## config.mk

```make
export PLATFORM = sky130hd
export DESIGN_NAME = my_if_rx_buffer
export DESIGN_NICKNAME = d
export VERILOG_FILES = /design/src/rtl/my_if_rx_buffer.sv
export SDC_FILE = /design/constraint.sdc
export NUM_CORES = 1
export LEC_CHECK = 0
export CAP_MARGIN = 20
export CORE_MARGIN = 3
export CORE_UTILIZATION = 45
export CTS_CLUSTER_DIAMETER = 50
export CTS_CLUSTER_SIZE = 28
export DETAILED_ROUTE_END_ITERATION = 7
export PLACE_DENSITY = 0.78
export SETUP_SLACK_MARGIN = 0.02
export SKIP_CTS_REPAIR_TIMING = 1
export SYNTH_ARGS = -nofsm -noshare
export SYNTH_HDL_FRONTEND = slang
export SYNTH_SLANG_ARGS = --single-unit
export TNS_END_PERCENT = 20
```

## constraint.sdc

```tcl
create_clock -name clk -period 2.2 [get_ports clk]
set_input_delay 0.66 -clock clk [delete_from_list [all_inputs] [get_ports clk]]
set_output_delay 0.66 -clock clk [all_outputs]
set_load 0.01 [all_outputs]
```

## src/rtl/my_if_rx_buffer.sv

```systemverilog
// Receive side of the my_if valid/ready link: buffers producer beats in a small
// first-word-fall-through FIFO and tracks sticky receive/protocol status.
module my_if_rx_buffer #(
    parameter int unsigned DEPTH = 4,
    parameter int unsigned WIDTH = 8
) (
    input  logic                         clk,
    input  logic                         rst,
    input  logic [WIDTH-1:0]             in_data,
    input  logic                         in_valid,
    output logic                         in_ready,
    output logic [WIDTH-1:0]             out_data,
    output logic                         out_valid,
    input  logic                         out_ready,
    input  logic                         flush,
    output logic [$clog2(DEPTH+1)-1:0]   count,
    output logic [15:0]                  beat_cnt,
    output logic                         rx_status,
    output logic                         proto_err
);

    localparam int unsigned PW = (DEPTH > 1) ? $clog2(DEPTH) : 1;
    localparam int unsigned CW = $clog2(DEPTH + 1);
    localparam logic [15:0] BEAT_MAX = 16'hFFFF;

    logic [WIDTH-1:0] mem_q [DEPTH];
    logic [WIDTH-1:0] mem_d [DEPTH];
    logic [PW-1:0]    wr_ptr_q, wr_ptr_d;
    logic [PW-1:0]    rd_ptr_q, rd_ptr_d;
    logic [CW-1:0]    count_q, count_d;
    logic [15:0]      beat_cnt_q, beat_cnt_d;
    logic             rx_status_q, rx_status_d;
    logic             proto_err_q, proto_err_d;
    logic             stalled_q, stalled_d;
    logic [WIDTH-1:0] stall_data_q, stall_data_d;

    logic push;
    logic pop;
    logic violation;

    // Ready depends only on state, reset and flush, never on the producer's valid.
    assign in_ready  = !rst && !flush && (count_q < CW'(DEPTH));
    assign out_valid = (count_q != '0);
    assign out_data  = out_valid ? mem_q[rd_ptr_q] : '0;
    assign count     = count_q;
    assign beat_cnt  = beat_cnt_q;
    assign rx_status = rx_status_q;
    assign proto_err = proto_err_q;

    assign push      = in_valid && in_ready;
    assign pop       = out_valid && out_ready && !flush;
    // A stalled beat must stay valid with unchanged data until accepted.
    assign violation = stalled_q && (!in_valid || (in_data != stall_data_q));

    always_comb begin
        mem_d        = mem_q;
        wr_ptr_d     = wr_ptr_q;
        rd_ptr_d     = rd_ptr_q;
        count_d      = count_q;
        beat_cnt_d   = beat_cnt_q;
        rx_status_d  = rx_status_q;
        proto_err_d  = proto_err_q;
        stalled_d    = in_valid && !in_ready;
        stall_data_d = in_data;

        if (flush) begin
            wr_ptr_d    = '0;
            rd_ptr_d    = '0;
            count_d     = '0;
            beat_cnt_d  = '0;
            rx_status_d = 1'b0;
            proto_err_d = 1'b0;
            stalled_d   = 1'b0;
        end else begin
            if (push) begin
                mem_d[wr_ptr_q] = in_data;
                wr_ptr_d        = wr_ptr_q + PW'(1);
                rx_status_d     = 1'b1;
                if (beat_cnt_q != BEAT_MAX) begin
                    beat_cnt_d = beat_cnt_q + 16'd1;
                end
            end
            if (pop) begin
                rd_ptr_d = rd_ptr_q + PW'(1);
            end
            case ({push, pop})
                2'b10:   count_d = count_q + CW'(1);
                2'b01:   count_d = count_q - CW'(1);
                default: count_d = count_q;
            endcase
            if (violation) begin
                proto_err_d = 1'b1;
            end
        end
    end

    always_ff @(posedge clk or posedge rst) begin
        if (rst) begin
            for (int i = 0; i < int'(DEPTH); i++) begin
                mem_q[i] <= '0;
            end
            wr_ptr_q     <= '0;
            rd_ptr_q     <= '0;
            count_q      <= '0;
            beat_cnt_q   <= '0;
            rx_status_q  <= 1'b0;
            proto_err_q  <= 1'b0;
            stalled_q    <= 1'b0;
            stall_data_q <= '0;
        end else begin
            mem_q        <= mem_d;
            wr_ptr_q     <= wr_ptr_d;
            rd_ptr_q     <= rd_ptr_d;
            count_q      <= count_d;
            beat_cnt_q   <= beat_cnt_d;
            rx_status_q  <= rx_status_d;
            proto_err_q  <= proto_err_d;
            stalled_q    <= stalled_d;
            stall_data_q <= stall_data_d;
        end
    end

endmodule

```

# --- After elaboration in Yosys (flattened, before gate mapping) ---
# Index checks and enable logic that the tools add are counted.
op_classes:
  reduce_logical: 21
  magnitude_cmp: 4
  addsub: 5
  n_mul: 0
  eq_ne: 4
  mux: 21
  bitwise: 3
  n_div: 0
  shifts: 0
op_table:
  columns: ["cell", "count"]
  rows:
  - ["16-bit 2-to-1 mux", 3]
  - ["32-bit bitwise mux", 1]
  - ["8-bit 2-to-1 mux", 4]
  - ["16-bit by 1-bit adder with 16-bit output (second input constant)", 1]
  - ["8-bit binary-select mux with 2-bit select", 1]
  - ["8-bit demux with 2-bit select", 1]
  - ["16-bit inequality test (second input constant)", 1]
  - ["1-bit logical AND", 8]
  - ["2-bit 2-to-1 mux", 4]
  - ["8-bit inequality test", 1]
  - ["2-bit nonzero test", 4]
  - ["3-bit greater-or-equal comparator (second input constant)", 2]
  - ["2-bit NOT with 3-bit output", 2]
  - ["3-bit one-hot mux with 2 select lines", 1]
  - ["3-bit nonzero test", 2]
  - ["1-bit 2-to-1 mux", 5]
  - ["2-bit by 1-bit adder with 2-bit output (second input constant)", 2]
  - ["1-bit logical NOT", 4]
  - ["2-bit AND reduction", 2]
  - ["3-bit by 1-bit adder with 3-bit output (second input constant)", 1]
  - ["3-bit by 1-bit less-than comparator with 1-bit output (second input constant)", 1]
  - ["3-bit less-than comparator (second input constant)", 1]
  - ["3-bit 2-to-1 mux", 1]
  - ["3-bit by 1-bit subtractor with 3-bit output (second input constant)", 1]
  - ["other kinds (4)", 4]
word_totals:
  elab_cells: 70
  latchBits: 0
  input_bits: 13
  ram_bits: 0
  out_inout_bits: 31
  mem_count: 0
  rom_bits: 0
  reg_bits: 66

# --- Depth between registers and ports, before layout ---
logic_depth:
  word_depth: 7
  depth_mapped: 7
  ltp_nobuf: 6

# --- Worst setup path after synthesis ---
# Ideal clock, no wire load.
synth_timing:
  kind: "input port to flip-flop"
  from: "input flush"
  to: "register count_q[2] (netlist: count[2])"
  required_time_ps: 2122
  setup_ps: 78
  setup_slack_ps: -136
  n_path_buf: 1
  t_arrival_ps: 2258
  cell_stages: 7
  path_cell_list: "nor4b_4 > buf_2 > nor3_1 > fa_1 > nor4_1 > a31oi_1 > a21oi_1"
synth_via:
  elab_chain_len: 7
  word_cells_on_any_way: 10
  cone_classes: "2 x eq/ne; 2 x mux; 6 x reduce/logical"
synth_rtl:
  columns: ["item", "line_no", "text"]
  rows:
  - ["start: declaration", "15", "input logic flush,"]
  - ["1-bit logical NOT", "42, 51", null]
  - ["1-bit logical AND (2 in series)", "42", "assign in_ready = !rst && !flush && (count_q < CW'(DEPTH));"]
  - ["1-bit logical AND", "50", "assign push = in_valid && in_ready;"]
  - ["2-bit by 1-bit == test with 1-bit output or 2-bit == test (tied branches)", "86", "case ({push, pop})"]
  - ["3-bit one-hot mux with 2 select lines", "86", null]
  - ["3-bit 2-to-1 mux", "66", "if (flush) begin"]
  - ["end signal: assignment", "114", "count_q <= count_d;"]
  - ["end: declaration", "30", "logic [CW-1:0] count_q, count_d;"]
# Several ways; a longest one is shown, not always the timed one.
# A chain may end at the register's enable or synchronous reset.

# --- Worst setup path after layout ---
layout_timing:
  from: "register rd_ptr_q[0]"
  to: "output out_data[4]"
layout_via:
  elab_chain_len: 5
layout_rtl:
  columns: ["item", "line_no", "text"]
  rows:
  - ["start: declaration", "29", "logic [PW-1:0] rd_ptr_q, rd_ptr_d;"]
  - ["start signal: assignment", "113", "rd_ptr_q <= rd_ptr_d;"]
  - ["2-bit NOT with 3-bit output (not written as such)", "44", "assign out_data = out_valid ? mem_q[rd_ptr_q] : '0;"]
  - ["8-bit binary-select mux with 2-bit select", "44", null]
  - ["8-bit 2-to-1 mux (not written as such) (2 in series)", "44", null]
  - ["8-bit 2-to-1 mux", "44", null]
  - ["end: declaration", "12", "output logic [WIDTH-1:0] out_data,"]
# Every way passes these cells. The select of a mux whose other input is x is not followed.

==> run_results.csv <==
group,metric,value,unit
finish,nets,362,
setup_path,max_stage_delay,470,ps
synth,ys_async_sr_fraction,1.00,
synth,synth_seq_cells,66,
place,place_area,0.00397,mm²
clock_network,clk_pin_slew,70,ps
place,place.port_buffers,43,
clock_network,cts_tree,"done",
timing,finalSetupViolCount,8,
setup_path,reg2reg_from,"count[0]",
setup_path,reg2reg_depth,7,
synth,yosysSeqAreaShare,0.523,
finish,final_util,0.645,
place,dp_cells,422,
setup_path,cp.depth,5,
clock_network,clockBufferDepth,2,
synth,synth.distinct_cells,37,
clock_network,insertion_delay,340,ps
finish,drive_gt1_frac,0.332,
setup_path,worst-path-max-fanout,4,
setup_path,cp-startpoint,"rd_ptr_q[0]",
die,start_util,0.481,
routing,routedWlPerCell,16.5,µm
grt,grt_usage,0.188,
timing,rsz0062_at_grt,"true",
synth,synth_area_leaders,"dfrtp_1 (52%), mux2_2 (12%), mux4_2 (5.7%), a21oi_1 (2.2%), ha_1 (2.0%)",
synth,ys_warn_count,0,
routing,routed_wl,7260,µm
grt,antenna_found_initial,0,
finish,antenna_cells,0,
power,peakVddDrop,0.464,mV
setup_path,arrival,1750,ps
place,gp_congestion,0.944,
clock_network,cts_buffers,9,
routing,drt_first_pass_iters,4,
setup_path,required,1540,ps
timing,max_slew_margin,0.607,
place,dp_hpwl,5100,µm
routing,vias,2393,
setup_path,crit_buf_inv,3,
timing,hold_viol_final,0,
die,die_area,0.00806,mm²
clock_network,htree_num_levels,3,
synth,synth.top_cell.area_share,0.523,
grt,grt_overflow,0,
power,leakage,1.85,nW
run_status,violations,"setup timing",
die,io_pins,44,
synth,synth_edf_count,0,
synth,syn-cell-area,0.00316,mm²
synth,synth_most_common_cell,"dfrtp_1",
die,num_rows,29,
min_path,holdCritStartpoint,"mem_q[9]",
routing,vias_per_cell,5.45,
timing,layout_setup_ws,-208,ps
setup_path,crit_chain,"buf_12, buf_8, mux4_2, and2_1, clkbuf_2",
synth,postSynthAreaPerCell,12.2,µm²
timing,post-route-period-util,1.09,
routing,drc,0,
job,maxCapViolCount,0,
finish,finalInstanceArea,0.00424,mm²
die,coreArea,0.00657,mm²
grt,grt_pass1_vias,2432,
min_path,min_path_type,"reg -> reg",
die,die_w,89.8,µm
synth,yosysTopAreaCell,"dfrtp_1",
run_status,outcome,"finished with violations",
timing,slew_viol_final,0,
setup_path,crit_type,"reg -> out",
routing,detail-route-antenna-nets,0,
setup_path,cp-end-kind,"primary output",
clock_network,cts.sinks,66,
setup_path,crit_slowest_cell,"mux4_2",
timing,fmax,415,MHz
synth,synthCells,259,
power,power_density,794,mW/mm²
routing,drtIter0Drc,177,
timing,min_period,2410,ps
grt,grt_max_degree,30,
synth,synthesis.nets,278,
finish,syn_to_final_growth,34.1,%
die,die-height,89.8,µm
grt,grt_pass1_wl,12100,µm
setup_path,cp-start-kind,"register",
setup_path,crit_family,"multiplexers",
timing,worst_slew_pin_slew,584,ps
synth,synth-main-ff-cell,"dfrtp_1",
synth,synth_commonest_cells,"dfrtp_1 (66), mux2_2 (34), a21oi_1 (14), nand2_1 (14)",
min_path,min_path_cells,1,
clock_network,clock-root-buffer,"clkbuf_8",
finish,fin_cells,439,
timing,clock_skew,5.88,ps
cells in the final DEF, fill, tap and decap left out, drive strengths merged, types with 5 or more instances in the layout:
cell	synthesis	routed
and2	9	9
nand3	6	6
nand2	14	14
mux4	8	8
dfrtp	66	66
nor4	7	7
a21oi	14	14
or3	7	7
o21ai	7	7
xnor2	6	6
inv	9	8
nand4	6	6
ha	5	5
nor2	8	8
buf	3	44
xor2	6	6
clkdlybuf4s50	0	31
o31ai	6	6
nor3	7	7
mux2	34	34
clkbuf	6	15
cell families (layout without fill, tap and decap cells):
kind of cell	Yosys count	after routing	share of synthesized area
xor gates and xnor gates	12	12	0.0333
muxes	43	43	0.181
DFF	66	66	0.523
buffers and inverters	18	105	0.0222
adders and majority gates	6	6	0.0261
AOI/OAI and AO/OA	36	36	0.0693
and+or+nand+nor	78	78	0.145
worst paths after layout:
check | end | slack, ps
min reg2reg | mem_q[9] | 500
max in group asynchronous | beat_cnt[9] | 1160
max | out_data[4] | -210
min | mem_q[9] | 500
min in group asynchronous | mem_q[18] | 530
max reg2reg | count[2] | 150
sequential cells by signal, summed over array words and instances (netlist names):
name / cells
rd_ptr_q: 2
stall_data_q: 8
proto_err: 1
mem_q: 32
beat_cnt: 16
rx_status: 1
stalled_q: 1
count: 3
wr_ptr_q: 2
metrics by stage:
stage	setup TNS (ps)	setup WS, ps	total power [mW]	hold WS (ps)
floorplan	-101	-101	1.91	474
finish	-1320	-208	3.36	502
detailed placement	-12740	-374	2.30	489
CTS	-4750	-543	3.32	505
global placement	-11240	-367	2.26	482
global route	-1740	-262	3.53	520
layer usage:
| metal | GRT usage | vias up | wire (µm) |
|---|---|---|---|
| li1 | - | 1120 | - |
| met1 | 0.256 | 1212 | 3350 |
| met2 | 0.293 | 51 | 3500 |
| met3 | 0.0401 | 10 | 288 |
| met4 | 0.0779 | 0 | 122 |
| met5 | 0 | - | 0 |
final cells by class:
class	count	area, µm²
Sequential cell	66	1650
Clock buffer	12	155
Inverter	9	37.5
Fill cell	487	2330
Clock inverter	2	37.5
Multi-Input combinational cell	175	1470
Timing Repair Buffer	82	769
Tap cell	93	116
power by group:
group          switching, mW  internal [mW]
Combinational          0.357          0.539
Clock                  0.445          0.574
Sequential            0.0816           1.37
No activity file was read; power rests on OpenSTA's default activity.
